File: src/rtl/snake_body_engine.sv
// rtl/snake_body_engine.sv - ring-buffer snake body with step FSM, serial self-collision scan and per-block query
module snake_body_engine #(
    parameter int COORD_BIT   = 7,
    parameter int GRID_W      = 80,
    parameter int GRID_H      = 60,
    parameter int MAX_LENGTH  = 16,
    parameter int INIT_LENGTH = 3,
    parameter int INIT_X      = 10,
    parameter int INIT_Y      = 10,
    parameter int WRAP_MODE   = 0,
    parameter int LEN_BIT     = $clog2(MAX_LENGTH + 1)
) (
    input  logic                 clock_25,
    input  logic                 reset,
    input  logic                 game_tik,
    input  logic [1:0]           direction,
    input  logic                 grow,
    input  logic [COORD_BIT-1:0] query_x,
    input  logic [COORD_BIT-1:0] query_y,
    output logic                 query_hit,
    output logic                 query_head,
    output logic [COORD_BIT-1:0] snake_head_x,
    output logic [COORD_BIT-1:0] snake_head_y,
    output logic [LEN_BIT-1:0]   snake_length,
    output logic                 busy,
    output logic                 step_done,
    output logic                 collision_detected
);

    localparam int PTR_BIT = $clog2(MAX_LENGTH);
    localparam int SUM_BIT = PTR_BIT + LEN_BIT + 1;
    localparam logic [COORD_BIT-1:0] X_MAX   = COORD_BIT'(GRID_W - 1);
    localparam logic [COORD_BIT-1:0] Y_MAX   = COORD_BIT'(GRID_H - 1);
    localparam logic [LEN_BIT-1:0]   MAX_LEN = LEN_BIT'(MAX_LENGTH);

    typedef enum logic [2:0] {S_IDLE, S_MOVE, S_SCAN, S_DONE, S_DEAD} state_t;

    state_t               state;
    logic [COORD_BIT-1:0] seg_x [MAX_LENGTH];
    logic [COORD_BIT-1:0] seg_y [MAX_LENGTH];
    logic [PTR_BIT-1:0]   head_ptr;
    logic [PTR_BIT-1:0]   new_ptr;
    logic [PTR_BIT-1:0]   scan_slot;
    logic [LEN_BIT-1:0]   scan_idx;
    logic [1:0]           cur_dir;
    logic                 grow_q;
    logic                 is_opposite;
    logic [COORD_BIT-1:0] next_x;
    logic [COORD_BIT-1:0] next_y;
    logic                 wall;
    logic                 q_hit;
    logic                 q_head;

    // Physical slot of logical segment `off`, counted from the head slot.
    function automatic logic [PTR_BIT-1:0] slot_of(input logic [PTR_BIT-1:0] base,
                                                   input logic [LEN_BIT-1:0] off);
        logic [SUM_BIT-1:0] sum;
        sum = SUM_BIT'(base) + SUM_BIT'(off);
        if (sum >= SUM_BIT'(MAX_LENGTH))
            sum = sum - SUM_BIT'(MAX_LENGTH);
        return sum[PTR_BIT-1:0];
    endfunction

    assign is_opposite = (direction[1] == cur_dir[1]) && (direction[0] != cur_dir[0]);
    assign new_ptr     = (head_ptr == '0) ? PTR_BIT'(MAX_LENGTH - 1) : head_ptr - 1'b1;
    assign scan_slot   = slot_of(head_ptr, scan_idx);

    always_comb begin
        next_x = snake_head_x;
        next_y = snake_head_y;
        wall   = 1'b0;
        case (cur_dir)
            2'b00: if (snake_head_x == X_MAX) begin
                       if (WRAP_MODE != 0) next_x = '0;
                       else                wall   = 1'b1;
                   end else next_x = snake_head_x + 1'b1;
            2'b01: if (snake_head_x == '0) begin
                       if (WRAP_MODE != 0) next_x = X_MAX;
                       else                wall   = 1'b1;
                   end else next_x = snake_head_x - 1'b1;
            2'b10: if (snake_head_y == '0) begin
                       if (WRAP_MODE != 0) next_y = Y_MAX;
                       else                wall   = 1'b1;
                   end else next_y = snake_head_y - 1'b1;
            default: if (snake_head_y == Y_MAX) begin
                       if (WRAP_MODE != 0) next_y = '0;
                       else                wall   = 1'b1;
                   end else next_y = snake_head_y + 1'b1;
        endcase
    end

    // Each physical slot knows its logical index from the head pointer; only live segments count.
    always_comb begin
        int off;
        q_hit  = 1'b0;
        q_head = 1'b0;
        off    = 0;
        for (int j = 0; j < MAX_LENGTH; j++) begin
            off = j - int'(head_ptr);
            if (off < 0)
                off = off + MAX_LENGTH;
            if (off < int'(snake_length) && seg_x[j] == query_x && seg_y[j] == query_y) begin
                q_hit = 1'b1;
                if (off == 0)
                    q_head = 1'b1;
            end
        end
    end

    always_ff @(posedge clock_25) begin
        if (!reset) begin
            state              <= S_IDLE;
            head_ptr           <= '0;
            scan_idx           <= '0;
            cur_dir            <= 2'b00;
            grow_q             <= 1'b0;
            snake_head_x       <= COORD_BIT'(INIT_X);
            snake_head_y       <= COORD_BIT'(INIT_Y);
            snake_length       <= LEN_BIT'(INIT_LENGTH);
            busy               <= 1'b0;
            step_done          <= 1'b0;
            collision_detected <= 1'b0;
            query_hit          <= 1'b0;
            query_head         <= 1'b0;
            for (int i = 0; i < MAX_LENGTH; i++) begin
                seg_x[i] <= (i < INIT_LENGTH) ? COORD_BIT'(INIT_X - i) : '0;
                seg_y[i] <= (i < INIT_LENGTH) ? COORD_BIT'(INIT_Y) : '0;
            end
        end else begin
            query_hit  <= q_hit;
            query_head <= q_head;
            step_done  <= 1'b0;
            case (state)
                S_IDLE: if (game_tik) begin
                    if (!is_opposite)
                        cur_dir <= direction;
                    grow_q <= grow;
                    busy   <= 1'b1;
                    state  <= S_MOVE;
                end
                S_MOVE: if (wall) begin
                    collision_detected <= 1'b1;
                    busy               <= 1'b0;
                    state              <= S_DEAD;
                end else begin
                    head_ptr        <= new_ptr;
                    seg_x[new_ptr]  <= next_x;
                    seg_y[new_ptr]  <= next_y;
                    snake_head_x    <= next_x;
                    snake_head_y    <= next_y;
                    if (grow_q && snake_length < MAX_LEN)
                        snake_length <= snake_length + 1'b1;
                    scan_idx <= LEN_BIT'(1);
                    state    <= S_SCAN;
                end
                S_SCAN: if (seg_x[scan_slot] == snake_head_x && seg_y[scan_slot] == snake_head_y) begin
                    collision_detected <= 1'b1;
                    busy               <= 1'b0;
                    state              <= S_DEAD;
                end else if (scan_idx == snake_length - 1'b1) begin
                    step_done <= 1'b1;
                    state     <= S_DONE;
                end else begin
                    scan_idx <= scan_idx + 1'b1;
                end
                S_DONE: begin
                    busy  <= 1'b0;
                    state <= S_IDLE;
                end
                S_DEAD: collision_detected <= 1'b1;
                default: state <= S_IDLE;
            endcase
        end
    end

endmodule

File: config.mk
export PLATFORM = sky130hd
export DESIGN_NAME = snake_body_engine
export DESIGN_NICKNAME = d
export VERILOG_FILES = /design/src/rtl/snake_body_engine.sv
export SDC_FILE = /design/constraint.sdc
export NUM_CORES = 1
export LEC_CHECK = 0
export CAP_MARGIN = 20
export CORE_AREA = 2 2 228 118
export DETAILED_ROUTE_END_ITERATION = 10
export DIE_AREA = 0 0 230 120
export GPL_TIMING_DRIVEN = 0
export PLACE_DENSITY = 0.82
export REMOVE_ABC_BUFFERS = 1
export SYNTH_ARGS = -nofsm -noshare
export SYNTH_HDL_FRONTEND = slang
export SYNTH_SLANG_ARGS = --single-unit
File: constraint.sdc
create_clock -name clock_25 -period 9.3 [get_ports clock_25]
set_input_delay 1.86 -clock clock_25 [delete_from_list [all_inputs] [get_ports clock_25]]
set_output_delay 1.86 -clock clock_25 [all_outputs]
set_load 0.02 [all_outputs]
==> summary.md, run 1 <==
| Metric | Value |
|---|---|
| Status | `completed` |
| Simple-Gate Fraction of Synth Area | `about 15%` |
| Die area | `roughly 0.028 mm^2` |
| Clock Skew | `between 0.02 and 0.03 ns` |
| Yosys warns | `0` |
| Hold Path Class | `reg2reg` |
| Vias | `about 13000` |
| Critical Path Start | `head_ptr[1]$_SDFFE_PN0P_` |
| Asr flop ratio synth | `0%` |
| Number of synthesized register bits | `about 260` |
| # H-tree levels | `1` |
| Mux share of post-synthesis cell area | `around a tenth` |
| R2r startpoint | `head_ptr[1]$_SDFFE_PN0P_` |
| Part of the power in registers | `between 40% and 50%` |
| Max clock buf depth | `3` |
| Kind of critical path | `reg2reg` |
| Least-Margin Pin Slew | `~1.2 ns` |
| DRT Pass-1 Iters | `6` |
| Worst VDD drop | `about 0.15 mV` |
| PostCTS Resize Cnt | `0` |
| Post-CTS Setup Bufs | `0` |
| XOR/XNOR Fraction of Synth Area | `between 10% and 20%` |
| CP startpoint kind | `flop` |
| Minimum clock period | `between 5 and 6 ns` |
| Clock transition at path regs | `around 0.070 ns` |
| Clk root buf | `clkbuf_16` |
| Max-slew headroom | `between 15 and 20%` |
| Non-Filler Instances | `1900` |
| Area Growth Syn to Fin | `11.2%` |
| Drt wl/cell | `30.1 um` |
| Register area share after synthesis | `45.8%` |
| Die Y | `approximately 120 um` |
| Die width | `230 um` |
| Post-Synth Adder-Cell Area | `4.47%` |
| Post-route cell area | `0.0182 mm^2` |
| Combinational share of power | `roughly a quarter` |
| Compound-Gate Fraction of Synth Area | `roughly 6.9%` |
| DRT Wirelength | `around 57000 um` |
| Vias in the first global route | `approximately 12000` |
| RSZ-0062 raised after global routing | `false` |
| Post-Synthesis Cells | `1540` |
| Largest family of logic cells by synthesized area | `simple AND/OR/NAND/NOR gates` |
| Vias per cell | `between 7 and 8` |
| Max-slew violations | `0` |
| P_leak | `roughly 6.7 nW` |
| DRC | `0` |
| Max_cap viols | `0` |
| Net Sw Frac | `32.4%` |
| # placed instances | `between 1500 and 2000` |
| Pre-CTS WS | `between 3 and 4 ns` |
| First-pass GRT wire length | `a little over 80000 um` |
| Cell area after synthesis | `roughly 0.016 mm^2` |
| Clock Sink Count | `between 200 and 300` |
| Mean post-synth cell area | `roughly 11 um^2` |
| CTS buffer count | `24` |
| Setup crit end kind | `flop` |
| Total negative slack | `0 ns` |
| Placement row count | `42` |
| Worst Path Arrival | `approximately 6.2 ns` |
| Highest net fanout along the worst path | `57` |
| Core area | `between 0.02 and 0.03 mm^2` |
| # IOs | `44` |
| Commonest non-fill, non-tap cell in the layout | `nor2_1` |
| Setup violations, final | `0` |
| Post-Place Cell Area | `0.0174 mm^2` |
| Hold Violations, Final | `0` |
| Final Worst Setup Slack | `roughly 3.5 ns` |
| Sw power | `between 1 and 1.5 mW` |
| GRT Util Overall | `between 40% and 50%` |
| Nets | `approximately 1600` |
| Internal power | `~2.1 mW` |
| Post-route antenna net violation count | `0` |
| Initial Util | `a little under two thirds` |
| Clk_lat worst skew | `0.57 ns` |
| # hold bufs at CTS | `0` |
| Total gr overflow | `0` |
| Iter 0 DRT Violations | `2429` |
| TritonCTS clock tree | `built` |
| PwrDens | `about 170 mW/mm^2` |
| Clock Power Share | `31.7%` |
| Most frequent cells in the layout | `nor2_1 (266), edfxtp_1 (224), xor2_1 (168)` |
| WP data required | `approximately 9.7 ns` |
| GP Congestion | `~1.1` |
| Total chip power | `roughly 3.2 mW` |
| Ys flop type | `edfxtp_1` |
| Count of cell types in the netlist | `72` |
| Initial antenna violation count | `1` |
| Buffers on Ports | `43` |
| F_max | `between 150 and 200 MHz` |
| Hold path startpoint | `collision_detected$_SDFFE_PN0P_` |
| Largest net degree at the start of global routing | `between 50 and 60` |
| Layout cells sized above 1 | `roughly a tenth` |
| Final Cycle Share | `62.3%` |
| Number of synthesized flops with an enable pin | `approximately 220` |
| Final HPWL DP | `~42000 um` |
## worst max-delay path, cell delays in order (launching register included)
cell and delay [ns]:
dfxtp_1 0.60, inv_1 0.32, fa_4 1.50, nor3_1 0.11, mux2i_1 0.59, nand4_1 0.36, xnor2_1 0.34, nand3_1 0.12
a2111oi_1 0.97, and4_1 0.48, o21ai_0 0.12, o311a_1 0.14
## final timing paths
check                           slack, ns  cells past startpoint                         endpoint
worst max-delay path                 3.51                     11         scan_idx[0]$_SDFFE_PN0P_
worst min register to register       0.48                      1  collision_detected$_SDFFE_PN0P_
worst max register to register       3.51                     11         scan_idx[0]$_SDFFE_PN0P_
worst min-delay path                 0.48                      1  collision_detected$_SDFFE_PN0P_
## power groups by stage
stage / logic [mW] / registers (mW) / clock network [mW]
2_1_floorplan: 0.431 / 1.39 / 0
3_3_place_gp: 0.680 / 1.40 / 0
3_5_place_dp: 0.730 / 1.41 / 0
4_1_cts: 0.737 / 1.38 / 0.991
5_1_grt: 0.801 / 1.39 / 1.04
6_report: 0.778 / 1.39 / 1.00
## area by class of cell
cell class	count	area, um^2
inverters	44	165
flip-flops and latches	263	7510
fillers	1802	7510
well taps	352	440
clock inverters	11	92.6
repair buffers	77	1070
diodes	1	2.50
clock buffers	33	664
multi-input cells	1119	8310
## registers in the layout (all words and copies together) (netlist names)
name	flops
query_head	1
grow_q	1
head_ptr	4
scan_idx	5
state	3
step_done	1
snake_length	5
collision_detected	1
seg_x	112
busy	1
query_hit	1
cur_dir	2
snake_head_x	7
seg_y	112
snake_head_y	7
## logic make-up (layout without fill, tap and decap cells)
| logic type | count (synthesis) | count (layout) |
|---|---|---|
| compound gates | 164 | 164 |
| xor+xnor | 264 | 264 |
| fa+ha+maj | 58 | 58 |
| buf+inv | 158 | 165 |
| flops | 263 | 263 |
| mux | 104 | 104 |
| other cells | 0 | 1 |
| simple gates | 529 | 529 |
## through the flow
stage | util [%] | hold WS [ns]
2_1_floorplan | - | 0.464
3_3_place_gp | 65.1 | 0.469
3_5_place_dp | 67.7 | 0.467
4_1_cts | 70.6 | 0.483
5_1_grt | 70.8 | 0.528
6_report | 70.9 | 0.479
## synth_stat cells (3+ instances only)
cell type  number  area share, %
and3_1          8           0.31
a31oi_1         7           0.27
inv_1          42           0.96
or4b_2          3           0.18
buf_6           3           0.21
o21ai_0        15           0.46
o21ai_1         3          0.092
o22ai_1         6           0.23
o2111ai_1      19            1.0
or4_1           7           0.32
xnor2_1        95            5.1
nand3b_1        5           0.23
o21a_1          5           0.23
buf_1          12           0.27
clkbuf_1       73            1.7
nand2b_1        3           0.11
nor3b_1        10           0.46
o311ai_0        3           0.16
mux2_2         15            1.0
edfxtp_1      224             41
nand4_1        31            1.2
ha_1           57            4.3
buf_4           8           0.37
nor2b_1         6           0.23
mux2i_1        48            2.9
nor4_1         33            1.3
nor3_1         35            1.1
a21oi_1        44            1.3
dfxtp_1        39            4.8
o31ai_1         4           0.18
buf_2          18           0.55
o221ai_1        4           0.21
nor2_1        266            6.1
mux4_2         41            5.6
nand2_1        65            1.5
a32oi_1         3           0.16
a22o_1          3           0.16
a211oi_1        5           0.23
nand3_1        39            1.2
xor2_1        168            9.0
o211ai_1       10           0.46
or2_2           3           0.11
a21o_1         13           0.59
or3_1           5           0.19
## routing by layer
metal / GRT usage (%) / vias to the layer above / routed length, um
met1: 57.9 / 6383 / 21000
met2: 52.0 / 1249 / 21500
met4: 11.0 / 6 / 1870
met5: 2.94 / - / 122
met3: 27.0 / 160 / 12700
li1: - / 5517 / -
Note: power is estimated with default switching activity, not from simulation.
==> run 2, diff against run 1 <==
Settings changed: CORE_AREA 2 2 228 118 to 2 2 243 125, DIE_AREA 0 0 230 120 to 0 0 245 127, PLACE_DENSITY 0.82 to 0.77.
Clock period 9.3 ns to 4.9 ns, I/O delays scaled along.
==> run 2 against run 1 <==
Net effect:
- wire length down 4.3%
- combinational power up 92%
- clock skew decreased by 0.015 ns
- cell area increased by 2.0%
- global-route usage decreased by 6.4 points
- fmax is 22% higher
- critical endpoint unchanged
==> summary.md, run 2 (synthesis results as in run 1) <==
| Metric | Value |
|---|---|
| Status | `completed` |
| Final HPWL DP | `approximately 39000 um` |
| Hold Violations, Final | `0` |
| Nets | `approximately 1600` |
| CP Cell Sequence | `ha_4 -> inv_1 -> fa_2 -> mux4_2 -> mux2i_1 -> or4b_2 -> nand4_1 -> o2111ai_1 -> nor4b_2 -> and4_1 -> o21ai_0 -> o311a_1` |
| Setup violations, final | `0` |
| R2r startpoint | `head_ptr[0]$_SDFFE_PN0P_` |
| Max clock buf depth | `3` |
| # placed instances | `1892` |
| Post-route antenna net violation count | `0` |
| Critical Path Start | `head_ptr[0]$_SDFFE_PN0P_` |
| Least-Margin Pin Slew | `roughly 1.2 ns` |
| Worst Hold End | `collision_detected$_SDFFE_PN0P_` |
| Setup crit end kind | `flop` |
| Iter 0 DRT Violations | `between 1500 and 2000` |
| Initial Util | `~57%` |
| F_max | `between 200 and 250 MHz` |
| PwrDens | `333 mW/mm^2` |
| GRT Util Overall | `a little over a third` |
| Die width | `~250 um` |
| CP max-delay cell | `fa_2` |
| Final Cycle Share | `a little over nine tenths` |
| Clk_lat worst skew | `slightly below 0.6 ns` |
| Worst path bufs/invs | `1` |
| Setup slack, reg-to-reg | `about 0.16 ns` |
| Post-route cell area | `roughly 0.019 mm^2` |
| Minimum clock period | `about 4.7 ns` |
| Max_cap viols | `0` |
| DRT Wirelength | `between 50000 and 60000 um` |
| Layout cells sized above 1 | `between 10% and 20%` |
| Hold Path Stages | `1` |
| WP data required | `~5.4 ns` |
| Hold path startpoint | `collision_detected$_SDFFE_PN0P_` |
| Biggest cell delay along the critical path | `0.76 ns` |
| Commonest non-fill, non-tap cell in the layout | `nor2_1` |
| Buffers on Ports | `43` |
| GP Congestion | `a little under 1` |
| Clock Skew | `between 0.01 and 0.015 ns` |
| Clk root buf | `clkbuf_16` |
| CP top delay family | `simple AND/OR/NAND/NOR gates` |
| # H-tree levels | `1` |
| Vias in the first global route | `about 13000` |
| Highest net fanout along the worst path | `13` |
| Ant diodes | `0` |
| Clock transition at path regs | `about 0.070 ns` |
| Die area | `0.0311 mm^2` |
| First-pass GRT wire length | `about 80000 um` |
| # hold bufs at CTS | `0` |
| Max-slew headroom | `18.3%` |
| Worst R2R Path Depth | `12` |
| Kind of critical path | `reg2reg` |
| # IOs | `44` |
| Largest net degree at the start of global routing | `between 40 and 50` |
| DRT Pass-1 Iters | `6` |
| TritonCTS clock tree | `built` |
| Vias per cell | `between 6 and 7` |
| Vias | `13200` |
| CTS buffer count | `25` |
| RSZ-0062 raised after global routing | `true` |
| Fill count | `2063` |
| Die Y | `~130 um` |
| Non-Filler Instances | `about 1900` |
| Max-slew violations | `0` |
| P_leak | `roughly 6.8 nW` |
| Worst Path Arrival | `~5.2 ns` |
| CP startpoint kind | `flop` |
| Area Growth Syn to Fin | `13.4%` |
| Drt wl/cell | `28.1 um` |
| Post-Place Cell Area | `roughly 0.018 mm^2` |
| Initial antenna violation count | `1` |
| Placement row count | `between 40 and 50` |
| Core area | `~0.029 mm^2` |
| Total gr overflow | `0` |
| Most frequent cells in the layout | `nor2_1 (266), edfxtp_1 (224), xor2_1 (168)` |
| DRC | `0` |
| R2r endpoint | `scan_idx[0]$_SDFFE_PN0P_` |
| Clock Sink Count | `263` |
| Hold Path Class | `reg2reg` |
| Worst VDD drop | `between 0.2 and 0.3 mV` |
| Regs by FF count | `seg_x: 112 flops, seg_y: 112 flops` |
-- run 2: cell count changes in the layout (fill, tap and decap cells not counted), sizes merged --
cell / delta
buf: +11
clkbuf: -5
bufinv: +3
inv: +1
clkinv: -2
diode: -1
clkinvlp: +3
-- run 2: stage by stage --
step	setup slack [ns]	power [mW]	setup TNS, ns	util (%)	hold WS (ns)
2_1_floorplan	0.0529	3.45	0	-	0.464
6_report	0.158	6.19	0	64.6	0.501
5_1_grt	-0.00611	6.32	-0.0495	64.6	0.525
3_5_place_dp	-0.247	4.04	-15.92	61.1	0.476
4_1_cts	0.0271	6.06	0	64.0	0.501
3_3_place_gp	-2.20	3.93	-213.11	58.4	0.473
-- run 2: timing repair --
item / 4_1_cts / 5_1_grt
pin swaps: 1 / 3
resized for setup: 4 / 17
setup endpoints to repair: 95 / 179
setup buffers: 0 / 10
-- run 2: area by class of cell --
type                       instances  area, um^2  share of cell area, %
inverter                          44         169                  0.908
clock buffer                      28         637                   3.42
multi-input combinational       1119        8390                   45.1
timing repair buffer              88        1220                   6.54
tap                              391         489                   2.63
sequential                       263        7510                   40.4
clock inverter                    16         200                   1.08
-- run 2: metal layers --
layer / part of all wire (%) / global-route usage [%]
met1: 36 / 46.8
met2: 42 / 51.0
met3: 16 / 13.3
met4: 5.7 / 16.7
met5: 0 / 0
-- run 2: how the worst max path moves through the flow --
| stage | to | cells past startpoint |
|---|---|---|
| after floorplan | scan_idx[0]$_SDFFE_PN0P_ | 10 |
| after global placement | scan_idx[0]$_SDFFE_PN0P_ | 10 |
| after detailed placement | scan_idx[0]$_SDFFE_PN0P_ | 11 |
| after CTS | seg_y[15][6]$_SDFFCE_PN0P_ | 9 |
| after global routing | seg_y[9][5]$_SDFFCE_PN0P_ | 11 |
| final | scan_idx[0]$_SDFFE_PN0P_ | 12 |
-- run 2: power by group --
| group | leakage (nW) | switching, mW | internal (mW) |
|---|---|---|---|
| clock network | 0.407 | 0.916 | 1.15 |
| registers | 2.59 | 0.116 | 2.51 |
| logic | 3.77 | 0.916 | 0.575 |
| total | 6.77 | 1.95 | 4.24 |
==> run 3, diff against run 2 <==
Settings changed: CAP_MARGIN 20 to 25, CORE_AREA 2 2 243 125 to 2 2 228 118, DIE_AREA 0 0 245 127 to 0 0 230 120, MAX_ROUTING_LAYER set to met4, PLACE_DENSITY 0.77 to 0.82.
Clock period 4.9 ns to 6.05 ns, I/O delays scaled along.
==> run 3 against run 2 <==
Net effect:
- power fell by 18%
- die area shrank 11%
- sequential cell count is the same
- non-clock buffer count decreased by 8
- largest cell class unchanged
- worst hold slack got worse by 0.019 ns
- sequential share of layout area rose by 0.40 points
==> summary.md, run 3 (synthesis results as in run 1) <==
| Metric | Value |
|---|---|
| Die width | `~230 um` |
| Max-slew headroom | `21.4%` |
| Hold Path Class | `reg2reg` |
| Worst path bufs/invs | `1` |
| Critical Path Start | `head_ptr[1]$_SDFFE_PN0P_` |
| CP max-delay cell | `fa_4` |
| Max clock buf depth | `3` |
| GRT Util Overall | `42.8%` |
| # H-tree levels | `1` |
| Final Worst Setup Slack | `around 0.4 ns` |
| Minimum clock period | `5.65 ns` |
| DRT Pass-1 Iters | `6` |
| # IOs | `44` |
| Max-slew violations | `0` |
| Post-route cell area | `around 0.018 mm^2` |
| Layout cells sized above 1 | `between 10 and 15%` |
| Hold Violations, Final | `0` |
| Hold path startpoint | `collision_detected$_SDFFE_PN0P_` |
| CTS buffer count | `25` |
| Die Y | `120 um` |
| CP Cell Sequence | `inv_1 -> fa_4 -> mux4_2 -> mux2i_1 -> or4b_2 -> nand4_1 -> o2111ai_1 -> nor4b_2 -> and4_1 -> o21ai_0 -> o311a_1` |
| Initial antenna violation count | `1` |
| First-pass GRT wire length | `roughly 82000 um` |
| Vias per cell | `about 7.0` |
| PostCTS Resize Cnt | `0` |
| Status | `completed` |
| Nets | `1611` |
| Placement row count | `42` |
| Core area | `around 0.026 mm^2` |
| Post-CTS Setup Bufs | `0` |
| Vias | `approximately 13000` |
| CP startpoint kind | `flop` |
| Die area | `0.0276 mm^2` |
| Regs by FF count | `seg_x: 112 flops, seg_y: 112 flops` |
| GP Congestion | `slightly above 1` |
| Least-Margin Pin Slew | `~1.2 ns` |
| # hold bufs at CTS | `0` |
| RSZ-0062 raised after global routing | `false` |
| Vias in the first global route | `about 12000` |
| TritonCTS clock tree | `built` |
| Worst VDD drop | `0.233 mV` |
| Post-Place Cell Area | `approximately 0.017 mm^2` |
| DRC | `0` |
| Post-route antenna net violation count | `0` |
| Kind of critical path | `reg2reg` |
| Worst Path Arrival | `slightly above 6 ns` |
| Drt wl/cell | `approximately 30 um` |
| F_max | `approximately 180 MHz` |
| Most frequent cells in the layout | `nor2_1 (266), edfxtp_1 (224), xor2_1 (168)` |
| Iter 0 DRT Violations | `~2400` |
| Clock Skew | `~0.023 ns` |
| Buffers on Ports | `43` |
| Pre-CTS WS | `~0.52 ns` |
| Final HPWL DP | `about 42000 um` |
| CP top delay family | `simple AND/OR/NAND/NOR gates` |
| Final Cycle Share | `93.4%` |
| DRT Wirelength | `between 50000 and 60000 um` |
| Clock transition at path regs | `approximately 0.06 ns` |
| Largest net degree at the start of global routing | `58` |
| Commonest non-fill, non-tap cell in the layout | `nor2_1` |
| Area Growth Syn to Fin | `12.3%` |
| P_leak | `6.73 nW` |
| Highest net fanout along the worst path | `57` |
| Total gr overflow | `0` |
| Biggest cell delay along the critical path | `about 1.5 ns` |
| Setup violations, final | `0` |
| Initial Util | `63.7%` |
| Max_cap viols | `0` |
| Clk_lat worst skew | `0.57 ns` |
| Clk root buf | `clkbuf_16` |
| PwrDens | `275 mW/mm^2` |
| R2r startpoint | `head_ptr[1]$_SDFFE_PN0P_` |
| Clock Sink Count | `263` |
| Setup crit end kind | `flop` |
| WP data required | `about 6.5 ns` |
run 3: final timing paths:
check                           depth (start not counted)  slack (ns)                               to
worst max-delay path                                   11        0.40         scan_idx[0]$_SDFFE_PN0P_
worst min register to register                          1        0.48  collision_detected$_SDFFE_PN0P_
worst max register to register                         11        0.40         scan_idx[0]$_SDFFE_PN0P_
worst min-delay path                                    1        0.48  collision_detected$_SDFFE_PN0P_
run 3: power breakdown:
| group | switching (mW) | leakage [nW] | internal (mW) |
|---|---|---|---|
| combinational | 0.751 | 3.70 | 0.450 |
| clock | 0.743 | 0.439 | 0.995 |
| sequential | 0.0990 | 2.59 | 2.03 |
| total | 1.59 | 6.73 | 3.48 |
run 3: final cells by class:
type | instances | area (um^2)
Sequential cell | 263 | 7510
Clock inverter | 17 | 193
Fill cell | 1801 | 7330
Multi-Input combinational cell | 1119 | 8300
Antenna cell | 3 | 7.51
Inverter | 44 | 165
Tap cell | 352 | 440
Clock buffer | 29 | 693
Timing Repair Buffer | 80 | 1110
run 3: metrics by stage:
stage / cells / hold slack [ns] / power, mW / TNS, ns / utilization, %
global route: 1905 / 0.523 / 5.17 / 0 / 71.5
CTS: 1901 / 0.487 / 4.97 / 0 / 71.3
finish: 1907 / 0.482 / 5.07 / 0 / 71.5
global placement: 1821 / 0.470 / 3.20 / -16.06 / 65.1
floorplan: 1426 / 0.464 / 2.80 / 0 / -
detailed placement: 1855 / 0.472 / 3.29 / 0 / 67.8
run 3: layer usage:
metal	GRT usage (%)	part of all wire (%)	vias up
met3	25.7	22	173
met4	9.72	3.3	0
met5	-	0	-
met1	58.4	37	6467
met2	53.4	38	1279
li1	-	-	5522
